**config.mk**
```make
export PLATFORM = sky130hd
export DESIGN_NAME = mc_controller
export DESIGN_NICKNAME = d
export VERILOG_FILES = /design/src/rtl/ctrl_pkg.sv /design/src/rtl/mc_decode.sv /design/src/rtl/mc_controller.sv
export SDC_FILE = /design/constraint.sdc
export NUM_CORES = 1
export LEC_CHECK = 0
export ABC_AREA = 1
export CELL_PAD_IN_SITES_DETAIL_PLACEMENT = 1
export CELL_PAD_IN_SITES_GLOBAL_PLACEMENT = 2
export CORE_ASPECT_RATIO = 0.8
export CORE_MARGIN = 10
export CORE_UTILIZATION = 23
export CTS_BUF_LIST = sky130_fd_sc_hd__clkbuf_2
export CTS_CLUSTER_DIAMETER = 60
export DETAILED_ROUTE_END_ITERATION = 12
export PLACE_DENSITY_LB_ADDON = 0.1
export SLEW_MARGIN = 20
export SYNTH_ARGS = -nofsm -noshare
export SYNTH_HDL_FRONTEND = slang
export SYNTH_HIERARCHICAL = 1
export SYNTH_SLANG_ARGS = --single-unit
```
**constraint.sdc**
```tcl
create_clock -name clk -period 4.5 [get_ports clk]
set_clock_uncertainty 0.05 [all_clocks]
set_input_delay 0.45 -clock clk [delete_from_list [all_inputs] [get_ports clk]]
set_output_delay 0.45 -clock clk [all_outputs]
set_load 0.01 [all_outputs]
```
**src/rtl/ctrl_pkg.sv**
```systemverilog
// Shared types and constants for the RV32 multicycle controller and its opcode decoders.
package ctrl_pkg;

   typedef enum logic [2:0] {
      ST_IF   = 3'd0,
      ST_ID   = 3'd1,
      ST_EX   = 3'd2,
      ST_MEM  = 3'd3,
      ST_WB   = 3'd4,
      ST_TRAP = 3'd7
   } state_e;

   typedef enum logic [3:0] {
      CL_OP     = 4'd0,
      CL_OPIMM  = 4'd1,
      CL_LUI    = 4'd2,
      CL_AUIPC  = 4'd3,
      CL_LOAD   = 4'd4,
      CL_STORE  = 4'd5,
      CL_BRANCH = 4'd6,
      CL_JAL    = 4'd7,
      CL_JALR   = 4'd8
   } class_e;

   localparam logic [6:0] OPC_LOAD   = 7'b0000011;
   localparam logic [6:0] OPC_STORE  = 7'b0100011;
   localparam logic [6:0] OPC_OP     = 7'b0110011;
   localparam logic [6:0] OPC_OPIMM  = 7'b0010011;
   localparam logic [6:0] OPC_BRANCH = 7'b1100011;
   localparam logic [6:0] OPC_JAL    = 7'b1101111;
   localparam logic [6:0] OPC_JALR   = 7'b1100111;
   localparam logic [6:0] OPC_LUI    = 7'b0110111;
   localparam logic [6:0] OPC_AUIPC  = 7'b0010111;

   localparam logic [1:0] CAUSE_ILLEGAL = 2'd0;
   localparam logic [1:0] CAUSE_IF_TO   = 2'd1;
   localparam logic [1:0] CAUSE_EX_TO   = 2'd2;
   localparam logic [1:0] CAUSE_MEM_TO  = 2'd3;

   // Stores and branches are the only classes that leave the register file untouched.
   function automatic logic class_writes_rd(input class_e cls);
      return !((cls == CL_STORE) || (cls == CL_BRANCH));
   endfunction

endpackage

```
**src/rtl/mc_decode.sv**
```systemverilog
// Combinational opcode classifier: maps instr[6:0] to an instruction class plus an illegal flag.
module mc_decode
   import ctrl_pkg::*;
(
   input  logic [6:0] opcode_i,
   output class_e     cls_o,
   output logic       illegal_o
);

   // Unknown opcodes raise illegal and report the harmless OP class.
   always_comb begin
      cls_o     = CL_OP;
      illegal_o = 1'b0;
      case (opcode_i)
         OPC_LOAD:   cls_o = CL_LOAD;
         OPC_STORE:  cls_o = CL_STORE;
         OPC_OP:     cls_o = CL_OP;
         OPC_OPIMM:  cls_o = CL_OPIMM;
         OPC_BRANCH: cls_o = CL_BRANCH;
         OPC_JAL:    cls_o = CL_JAL;
         OPC_JALR:   cls_o = CL_JALR;
         OPC_LUI:    cls_o = CL_LUI;
         OPC_AUIPC:  cls_o = CL_AUIPC;
         default:    illegal_o = 1'b1;
      endcase
   end

endmodule

```
**src/rtl/mc_controller.sv**
```systemverilog
// Multicycle RV32 main controller (IF/ID/EX/MEM/WB/TRAP) with stall timeouts.
// Define MC_CTRL_PERF_EN to build the instret/stallcnt retire and stall counters.
module mc_controller
   import ctrl_pkg::*;
#(
   parameter int pcmux_N  = 2,
   parameter int WAIT_MAX = 64,
   parameter int CNT_W    = 32
)(
   input  logic                         clk,
   input  logic                         rst_n,
   input  logic [6:0]                   opcode,
   input  logic                         imem_valid,
   input  logic                         exdone,
   input  logic                         brtaken,
   input  logic                         mem_ack,
   input  logic                         trap_clr,
   output logic [$clog2(pcmux_N)-1:0]   pcmuxctl,
   output logic                         pcnextctl,
   output logic                         instrre,
   output logic                         memre,
   output logic                         memwe,
   output logic                         regwe,
   output logic                         trap,
   output logic [1:0]                   trap_cause,
   output logic [CNT_W-1:0]             instret,
   output logic [CNT_W-1:0]             stallcnt
);

   localparam int          PW       = $clog2(pcmux_N);
   localparam int          WW       = (WAIT_MAX > 1) ? $clog2(WAIT_MAX + 1) : 1;
   localparam logic [WW:0] WAIT_LIM = (WW + 1)'(WAIT_MAX);
   localparam bit          TO_EN    = (WAIT_MAX > 0);

   state_e        state_q, state_d;
   class_e        class_q, class_d;
   logic          taken_q, taken_d;
   logic [WW-1:0] wait_q, wait_d;
   logic [1:0]    cause_q, cause_d;

   class_e        dec_cls_s;
   logic          dec_illegal_s;
   logic          in_wait_s;
   logic          hs_s;
   logic          stall_s;
   logic          timeout_s;
   logic          pc_sel_s;

   mc_decode u_decode (
      .opcode_i  (opcode),
      .cls_o     (dec_cls_s),
      .illegal_o (dec_illegal_s)
   );

   // Handshake qualifying the current wait state, and the stall/timeout conditions it implies.
   always_comb begin
      hs_s      = 1'b0;
      in_wait_s = 1'b1;
      case (state_q)
         ST_IF:   hs_s = imem_valid;
         ST_EX:   hs_s = exdone;
         ST_MEM:  hs_s = mem_ack;
         default: in_wait_s = 1'b0;
      endcase
      stall_s   = in_wait_s && !hs_s;
      // A handshake in the limit cycle wins because timeout only fires on a stall cycle.
      timeout_s = TO_EN && stall_s && (({1'b0, wait_q} + (WW + 1)'(1'b1)) == WAIT_LIM);
   end

   // Next-state logic for the sequencer and its latched instruction context.
   always_comb begin
      state_d = state_q;
      class_d = class_q;
      taken_d = taken_q;
      cause_d = cause_q;
      case (state_q)
         ST_IF: begin
            if (imem_valid) begin
               state_d = ST_ID;
            end else if (timeout_s) begin
               state_d = ST_TRAP;
               cause_d = CAUSE_IF_TO;
            end else begin
               state_d = ST_IF;
            end
         end
         ST_ID: begin
            class_d = dec_cls_s;
            taken_d = 1'b0;
            if (dec_illegal_s) begin
               state_d = ST_TRAP;
               cause_d = CAUSE_ILLEGAL;
            end else begin
               state_d = ST_EX;
            end
         end
         ST_EX: begin
            if (exdone) begin
               taken_d = (class_q == CL_BRANCH) && brtaken;
               state_d = ((class_q == CL_LOAD) || (class_q == CL_STORE)) ? ST_MEM : ST_WB;
            end else if (timeout_s) begin
               state_d = ST_TRAP;
               cause_d = CAUSE_EX_TO;
            end else begin
               state_d = ST_EX;
            end
         end
         ST_MEM: begin
            if (mem_ack) begin
               state_d = ST_WB;
            end else if (timeout_s) begin
               state_d = ST_TRAP;
               cause_d = CAUSE_MEM_TO;
            end else begin
               state_d = ST_MEM;
            end
         end
         ST_WB:   state_d = ST_IF;
         ST_TRAP: begin
            if (trap_clr) begin
               state_d = ST_IF;
            end else begin
               state_d = ST_TRAP;
            end
         end
         default: state_d = ST_IF;
      endcase

      if ((state_d != state_q) || !in_wait_s) begin
         wait_d = {WW{1'b0}};
      end else begin
         wait_d = wait_q + WW'(1'b1);
      end
   end

   // Sequencer state and latched context registers.
   always_ff @(posedge clk or negedge rst_n) begin
      if (!rst_n) begin
         state_q <= ST_IF;
         class_q <= CL_OP;
         taken_q <= 1'b0;
         wait_q  <= {WW{1'b0}};
         cause_q <= 2'd0;
      end else begin
         state_q <= state_d;
         class_q <= class_d;
         taken_q <= taken_d;
         wait_q  <= wait_d;
         cause_q <= cause_d;
      end
   end

   // Moore output decode from the state register and latched class/taken flag.
   always_comb begin
      instrre   = 1'b0;
      memre     = 1'b0;
      memwe     = 1'b0;
      regwe     = 1'b0;
      pcnextctl = 1'b0;
      pc_sel_s  = 1'b0;
      trap      = 1'b0;
      case (state_q)
         ST_IF:   instrre = 1'b1;
         ST_MEM: begin
            memre = (class_q == CL_LOAD);
            memwe = (class_q == CL_STORE);
         end
         ST_WB: begin
            pcnextctl = 1'b1;
            regwe     = class_writes_rd(class_q);
            pc_sel_s  = (class_q == CL_JAL) || (class_q == CL_JALR) ||
                        ((class_q == CL_BRANCH) && taken_q);
         end
         ST_TRAP: trap = 1'b1;
         default: instrre = 1'b0;
      endcase
      pcmuxctl   = PW'(pc_sel_s);
      trap_cause = cause_q;
   end

`ifdef MC_CTRL_PERF_EN
   logic [CNT_W-1:0] instret_q;
   logic [CNT_W-1:0] stallcnt_q;

   // Retire and stall counters, wrapping modulo 2^CNT_W.
   always_ff @(posedge clk or negedge rst_n) begin
      if (!rst_n) begin
         instret_q  <= {CNT_W{1'b0}};
         stallcnt_q <= {CNT_W{1'b0}};
      end else begin
         if (state_q == ST_WB) begin
            instret_q <= instret_q + CNT_W'(1'b1);
         end
         if (stall_s) begin
            stallcnt_q <= stallcnt_q + CNT_W'(1'b1);
         end
      end
   end

   assign instret  = instret_q;
   assign stallcnt = stallcnt_q;
`else
   assign instret  = {CNT_W{1'b0}};
   assign stallcnt = {CNT_W{1'b0}};
`endif

endmodule

```
* After elaboration in Yosys (flattened, before gate mapping)
Index checks and enable logic that the tools add are counted.
** Word-level totals
- Bits in writable memories :: 0
- Memories :: 0
- Bits in latches :: 0
- Register bits after elaboration :: 17
- Input bits :: 14
- ROM bits :: 0
- Output and inout port bits :: 73
** Operators by class
- Bitwise logic cells :: 0
- Magnitude comparators :: 0
- Shift operators :: 0
- Muxes and demuxes :: 31
- Multipliers :: 0
- Add/subtract/negate cells :: 2
- Equal/unequal tests :: 29
- Reduce and logical (&&, ||, !) cells :: 19
- Divide/modulo/power cells :: 0
** Operators by type and width (number)
- $pmux 4 s8 :: 1
- $mux 3 :: 9
- $eq 7x6->1 const B :: 3
- $eq 7x7->1 const B :: 3
- $eq 4x3->1 const B :: 4
- $ne 2x2->1 const B :: 8
- $pmux 3 s5 :: 1
- $eq 7x5->1 const B :: 2
- $mux 2 :: 7
- $mux 1 :: 9
- $reduce_or 9->1 :: 1
- $add 7x1->8 const B :: 1
- $eq 8x7->1 const B :: 1
- $pmux 2 s4 :: 1
- $reduce_and 8->1 :: 1
- $add 7x1->7 const B :: 1
- $eq 7x2->1 const B :: 1
- $mux 7 :: 1
- $eq 3x2->1 const B :: 2
- $eq 3x3->1 const B :: 2
- $logic_or 1x1->1 :: 5
- $eq 4x4->1 const B :: 1
- $logic_and 1x1->1 :: 4
- $reduce_bool 4->1 :: 1
- 9 further kinds :: 11

* Logic depth before layout (Yosys ltp)
- Depth in word-level cells :: 11
- Mapped depth :: 15
- Depth with buffers taken out :: 15

* Hierarchy
The synthesis kept the hierarchy.
** Modules (own cells, without submodules)
- mc_controller :: sequential area each 425.4 sq um, cells each 223, times used 1, area an instance 1654.1 sq um
- mc_decode :: sequential area each 0.0 sq um, cells each 34, times used 1, area an instance 178.9 sq um

* Worst setup path before layout
No wires, ideal clock.
- Path kind :: register to register
- Start :: register wait_q[0]
- End :: register wait_q[0]
- Arrival :: 1597 ps
- Path slack :: 2733 ps
- Stages on the path, launching flop included :: 13
- Clock period less this slack :: 1767 ps
- Library setup time :: 120 ps
- Buffers on the path :: 0
- Cells stage by stage :: dfrtp_1 -> ha_1 -> nand3_1 -> o21bai_1 -> nand2_2 -> nor2_2 -> nand3_4 -> nand2_2 -> nand2_1 -> nand3_2 -> nand2_2 -> nand2_4 -> nor2_2
** On the way
- Longest elaborated chain between the ends :: 9
** Ends and longest elaborated chain
- from (decl) :: RTL line mc_controller.sv:38 : logic [WW-1:0] wait_q, wait_d;
- from (signal assigned) :: RTL line mc_controller.sv:142 : wait_q <= {WW{1'b0}};
- from (signal assigned) :: RTL line mc_controller.sv:148 : wait_q <= wait_d;
- $add 7x1->8 :: RTL line mc_controller.sv:67 : timeout_s = TO_EN && stall_s && (({1'b0, wait_q} + (WW + 1)'(1'b1)) == WAIT_LIM);
- $eq 8x7->1 :: RTL line mc_controller.sv:67
- $logic_and 1x1->1 :: RTL line mc_controller.sv:67
- $mux 3, on equally long branches :: RTL line mc_controller.sv:101, mc_controller.sv:80, mc_controller.sv:111
- $mux 3, on equally long branches :: RTL line mc_controller.sv:98, mc_controller.sv:78, mc_controller.sv:109
- $pmux 3 s5 :: RTL line mc_controller.sv:76 : case (state_q)
- $ne 3x3->1 :: RTL line mc_controller.sv:129 : if ((state_d != state_q) || !in_wait_s) begin
- $logic_or 1x1->1 :: RTL line mc_controller.sv:129
- $mux 7 (*) :: RTL line mc_controller.sv:129
- named net wait_d[0] :: RTL line mc_controller.sv:38
Mark *: on every way through the listed nets, which the timed path passes. The rest lies on a longest branch.
A chain may end at the register's enable or synchronous reset.

* Final worst setup path
- Start :: register class_q[3]
- End :: output memwe
** On the way
- Longest elaborated chain between the ends :: 2
** Ends and longest elaborated chain
- from (decl) :: RTL line mc_controller.sv:36 : class_e class_q, class_d;
- from (signal assigned) :: RTL line mc_controller.sv:146 : class_q <= class_d;
- $eq 4x3->1 :: RTL line mc_controller.sv:166 : memwe = (class_q == CL_STORE);
- $mux 1 :: RTL line mc_controller.sv:162 : case (state_q)
- to (decl) :: RTL line mc_controller.sv:22 : output logic memwe,
Every way passes these cells.

==> results.py <==
metrics = {
    "clocking": {
        "post_cts.repair.setup_buffers": 0,
        "numCtsBuffers": 3,
        "cts.clk_slew.worst_paths_ns": 0.17,
        "maximum_clock_insertion_buffer_count": 2,
        "tritoncts": "done",
        "cts-hold-fix-buffers": 0,
        "cts.root.buffer_cell": "clkbuf_2",
        "clock_insertion_delay_worst_skew_ns": 0.33,
        "numClockSinks": 17,
        "postcts_resize_cnt": 0,
        "cts.htree.levels": 1,
    },
    "global_route": {
        "grt_util_all_layers_pct": 8.270,
        "grt_overflow_total": 0,
        "via_count_of_the_first_global_routing_pass": 1605,
        "pin_count_of_the_biggest_net_entering_global_routing": 18,
        "first_pass_grt_wire_length_mm": 8.100,
        "grt_antenna_before_repair": 0,
    },
    "sta": {
        "tightest_slew_ns": 0.8398,
        "max_freq_ghz": 0.3837,
        "period_needed_ns": 2.606,
        "relSlewSlack_pct": 43.84,
        "finalSetupViolCount": 0,
        "final_clock_period_utilization_by_the_worst_path_pct": 57.91,
        "setup_tns_ns": 0,
        "worst_hold_slack_ns": 0.4648,
        "final-max-slew-violation-count": 0,
        "setup_repair_after_global_routing_missed_its_margin": "false",
        "timing.final.hold_violations": 0,
    },
    "synth": {
        "synth_warnings": 6,
        "synth-seq-cells": 17,
        "synth_sequential_area_ratio_pct": 23.21,
        "mappedNetlistArea_um2": 1833,
        "synthDistinctLibCells": 30,
        "count_of_flip_flops_with_a_built_in_enable_after_synthesis": 0,
        "ys_dominant_reg_cell": "dfrtp_1",
        "post_synth_inst_count": 257,
        "synthesis.area_per_instance_um2": 7.132,
        "synth-async-reset-ratio_pct": 100.0,
    },
    "worst_setup_path": {
        "worst_stage_delay_on_the_critical_path_ns": 0.55,
        "critical_path_arrival_ns": 2.11,
        "worstPathRequired_ns": 4.00,
        "cp-end-kind": "output port",
        "critPathSlowestCell": "clkdlybuf4s50_1",
        "critical_path.reg2reg.endpoint": "wait_q[0]",
        "regToRegSetupSlack_ns": 2.37,
        "startpoint_type": "flip-flop",
        "timing_worst_setup_path_type": "flip-flop to output port",
        "path_buf_inv": 3,
        "critical_path_fanout_max": 4,
        "crit_family": "buffers and inverters",
        "ff2ff_path_depth": 14,
        "worst_r2r_startpoint": "wait_q[0]",
        "critical_path.cell_chain": "nor2_1, inv_1, nor3_1, inv_1, nor2_1, clkdlybuf4s50_1",
    },
    "hold_path": {
        "holdPathEnd": "trap_cause[0]",
        "worst_hold_path_type": "flip-flop to flip-flop",
        "holdCritStartpoint": "trap_cause[0]",
        "worst_hold_stages": 2,
    },
    "cells_and_area": {
        "final_net_count": 299,
        "finish.instance_area_um2": 1969,
        "share_of_final_layout_standard_cells_stronger_than_drive_strength_1_pct": 17.38,
        "synthToLayoutAreaGrowth_pct": 7.440,
        "fill_cells": 1032,
    },
    "drt": {
        "detail_route.first_pass.iterations": 4,
        "vias": 1413,
        "postRouteWirelength_mm": 4.845,
        "drc_errors": 0,
        "drt-wirelength-per-cell_um": 12.39,
        "dr.first_iter.drc_count": 41,
        "antenna_left": 0,
        "drt-vias-per-instance": 3.614,
    },
    "status": {
        "status": "completed",
    },
    "place": {
        "finalWeightedCongestion": 0.7496,
        "placement.io_buffers": 22,
        "dpl_cell_area_um2": 1944,
        "dp_hpwl_mm": 4.324,
    },
    "flow_run": {
        "drv.max_cap_violation_count": 0,
    },
    "floorplan": {
        "die_span_y_um": 99.85,
        "design.die.area_um2": 11960,
        "num_rows": 29,
        "floorplan.core_area_um2": 7838,
        "floorplan.die.width_um": 119.8,
        "start_util_pct": 23.39,
        "top_level_ports": 87,
    },
    "power_and_ir_drop": {
        "max-vdd-ir-drop_mv": 0.1056,
        "power_per_cell_area_nw_per_um2": 367.3,
        "power.leakage_nw": 0.9906,
    },
}
worst min-delay path, delay by kind of cell, from the launching register on:
kind / cells / cell delay, ns
AOI/OAI and AO/OA: 1 / 0.06
DFF: 1 / 0.38
and+or+nand+nor: 1 / 0.05
metrics by stage:
stage                     setup WS [ns]  utilization (%)  power, mW  cells
after global placement            2.101            24.81     0.6529    386
after floorplan                   2.733                -     0.5620    320
after global routing              1.654            25.10     0.8042    390
after detailed placement          2.065            24.81     0.6547    386
final                             1.894            25.13     0.7234    391
after CTS                         1.799            25.10     0.7378    390
logic make-up (layout without fill, tap and decap cells):
family | count (synthesis) | in the layout | share of synthesized area, %
xor+xnor | 1 | 1 | 0.4779
flops | 17 | 17 | 23.21
buf+inv | 103 | 65 | 34.33
simple gates | 114 | 114 | 34.06
fa+ha+maj | 2 | 2 | 1.365
compound gates | 19 | 19 | 6.348
other cells | 1 | 65 | 0.2046
state kept, by name (all words and copies together), names as in the netlist:
| register | count |
|---|---|
| wait_q | 7 |
| taken_q | 1 |
| trap_cause | 2 |
| class_q | 4 |
| state_q | 3 |
how the worst max path moves through the flow:
stage | slack (ns) | to | startpoint | cells past startpoint
final | 1.89 | memwe | class_q[3] | 6
after global routing | 1.65 | regwe | state_q[0] | 6
after CTS | 1.80 | regwe | state_q[0] | 6
after detailed placement | 2.07 | wait_q[0] | opcode[6] | 15
after global placement | 2.10 | wait_q[1] | opcode[6] | 15
after floorplan | 2.73 | wait_q[0] | wait_q[0] | 12
where the power goes:
group	leakage, nW	switching [mW]	total (mW)	internal (mW)
sequential	0.229	0.0413	0.225	0.184
clock	0.0126	0.0566	0.0773	0.0207
combinational	0.749	0.274	0.421	0.147
per-layer routing:
| layer | wire length, um | GRT usage [%] | vias to the layer above |
|---|---|---|---|
| li1 | - | - | 716 |
| met1 | 2473 | 11.24 | 629 |
| met2 | 1822 | 11.44 | 64 |
| met3 | 475 | 3.421 | 4 |
| met4 | 74 | 2.778 | 0 |
| met5 | 0 | 0 | - |
cells in the mapped netlist (4+ instances only):
master	instances	share of area, %
nand2_2	9	3.1
nor3_1	7	1.9
dfrtp_1	17	23
inv_2	5	1.0
a21oi_1	4	1.1
nand3_2	5	2.7
o21ai_0	5	1.4
nand2_1	37	7.6
inv_1	33	6.8
buf_4	64	26
nor2_2	16	5.5
nand3_1	12	3.3
nor2_1	19	3.9
area by class of cell:
class / count / area, um2 / share of cell area (%)
antenna: 1 / 2.502 / 0.1271
clock buffer: 3 / 15.01 / 0.7624
clock inverter: 1 / 7.507 / 0.3812
inverter: 39 / 148.9 / 7.560
multi-input combinational: 200 / 1015 / 51.52
sequential: 17 / 425.4 / 21.60
tap: 108 / 135.1 / 6.862
timing repair buffer: 22 / 220.2 / 11.18
placed cells by master, fill, tap and decap left out, types with 7 or more instances in the layout:
master           count
nand2_1             37
inv_1               33
nor3_1               7
clkdlybuf4s50_1     22
nor2_2              16
conb_1              64
nor2_1              19
nand3_1             12
dfrtp_1             17
nand2_2              9
Power figures use the tool's default switching activity.
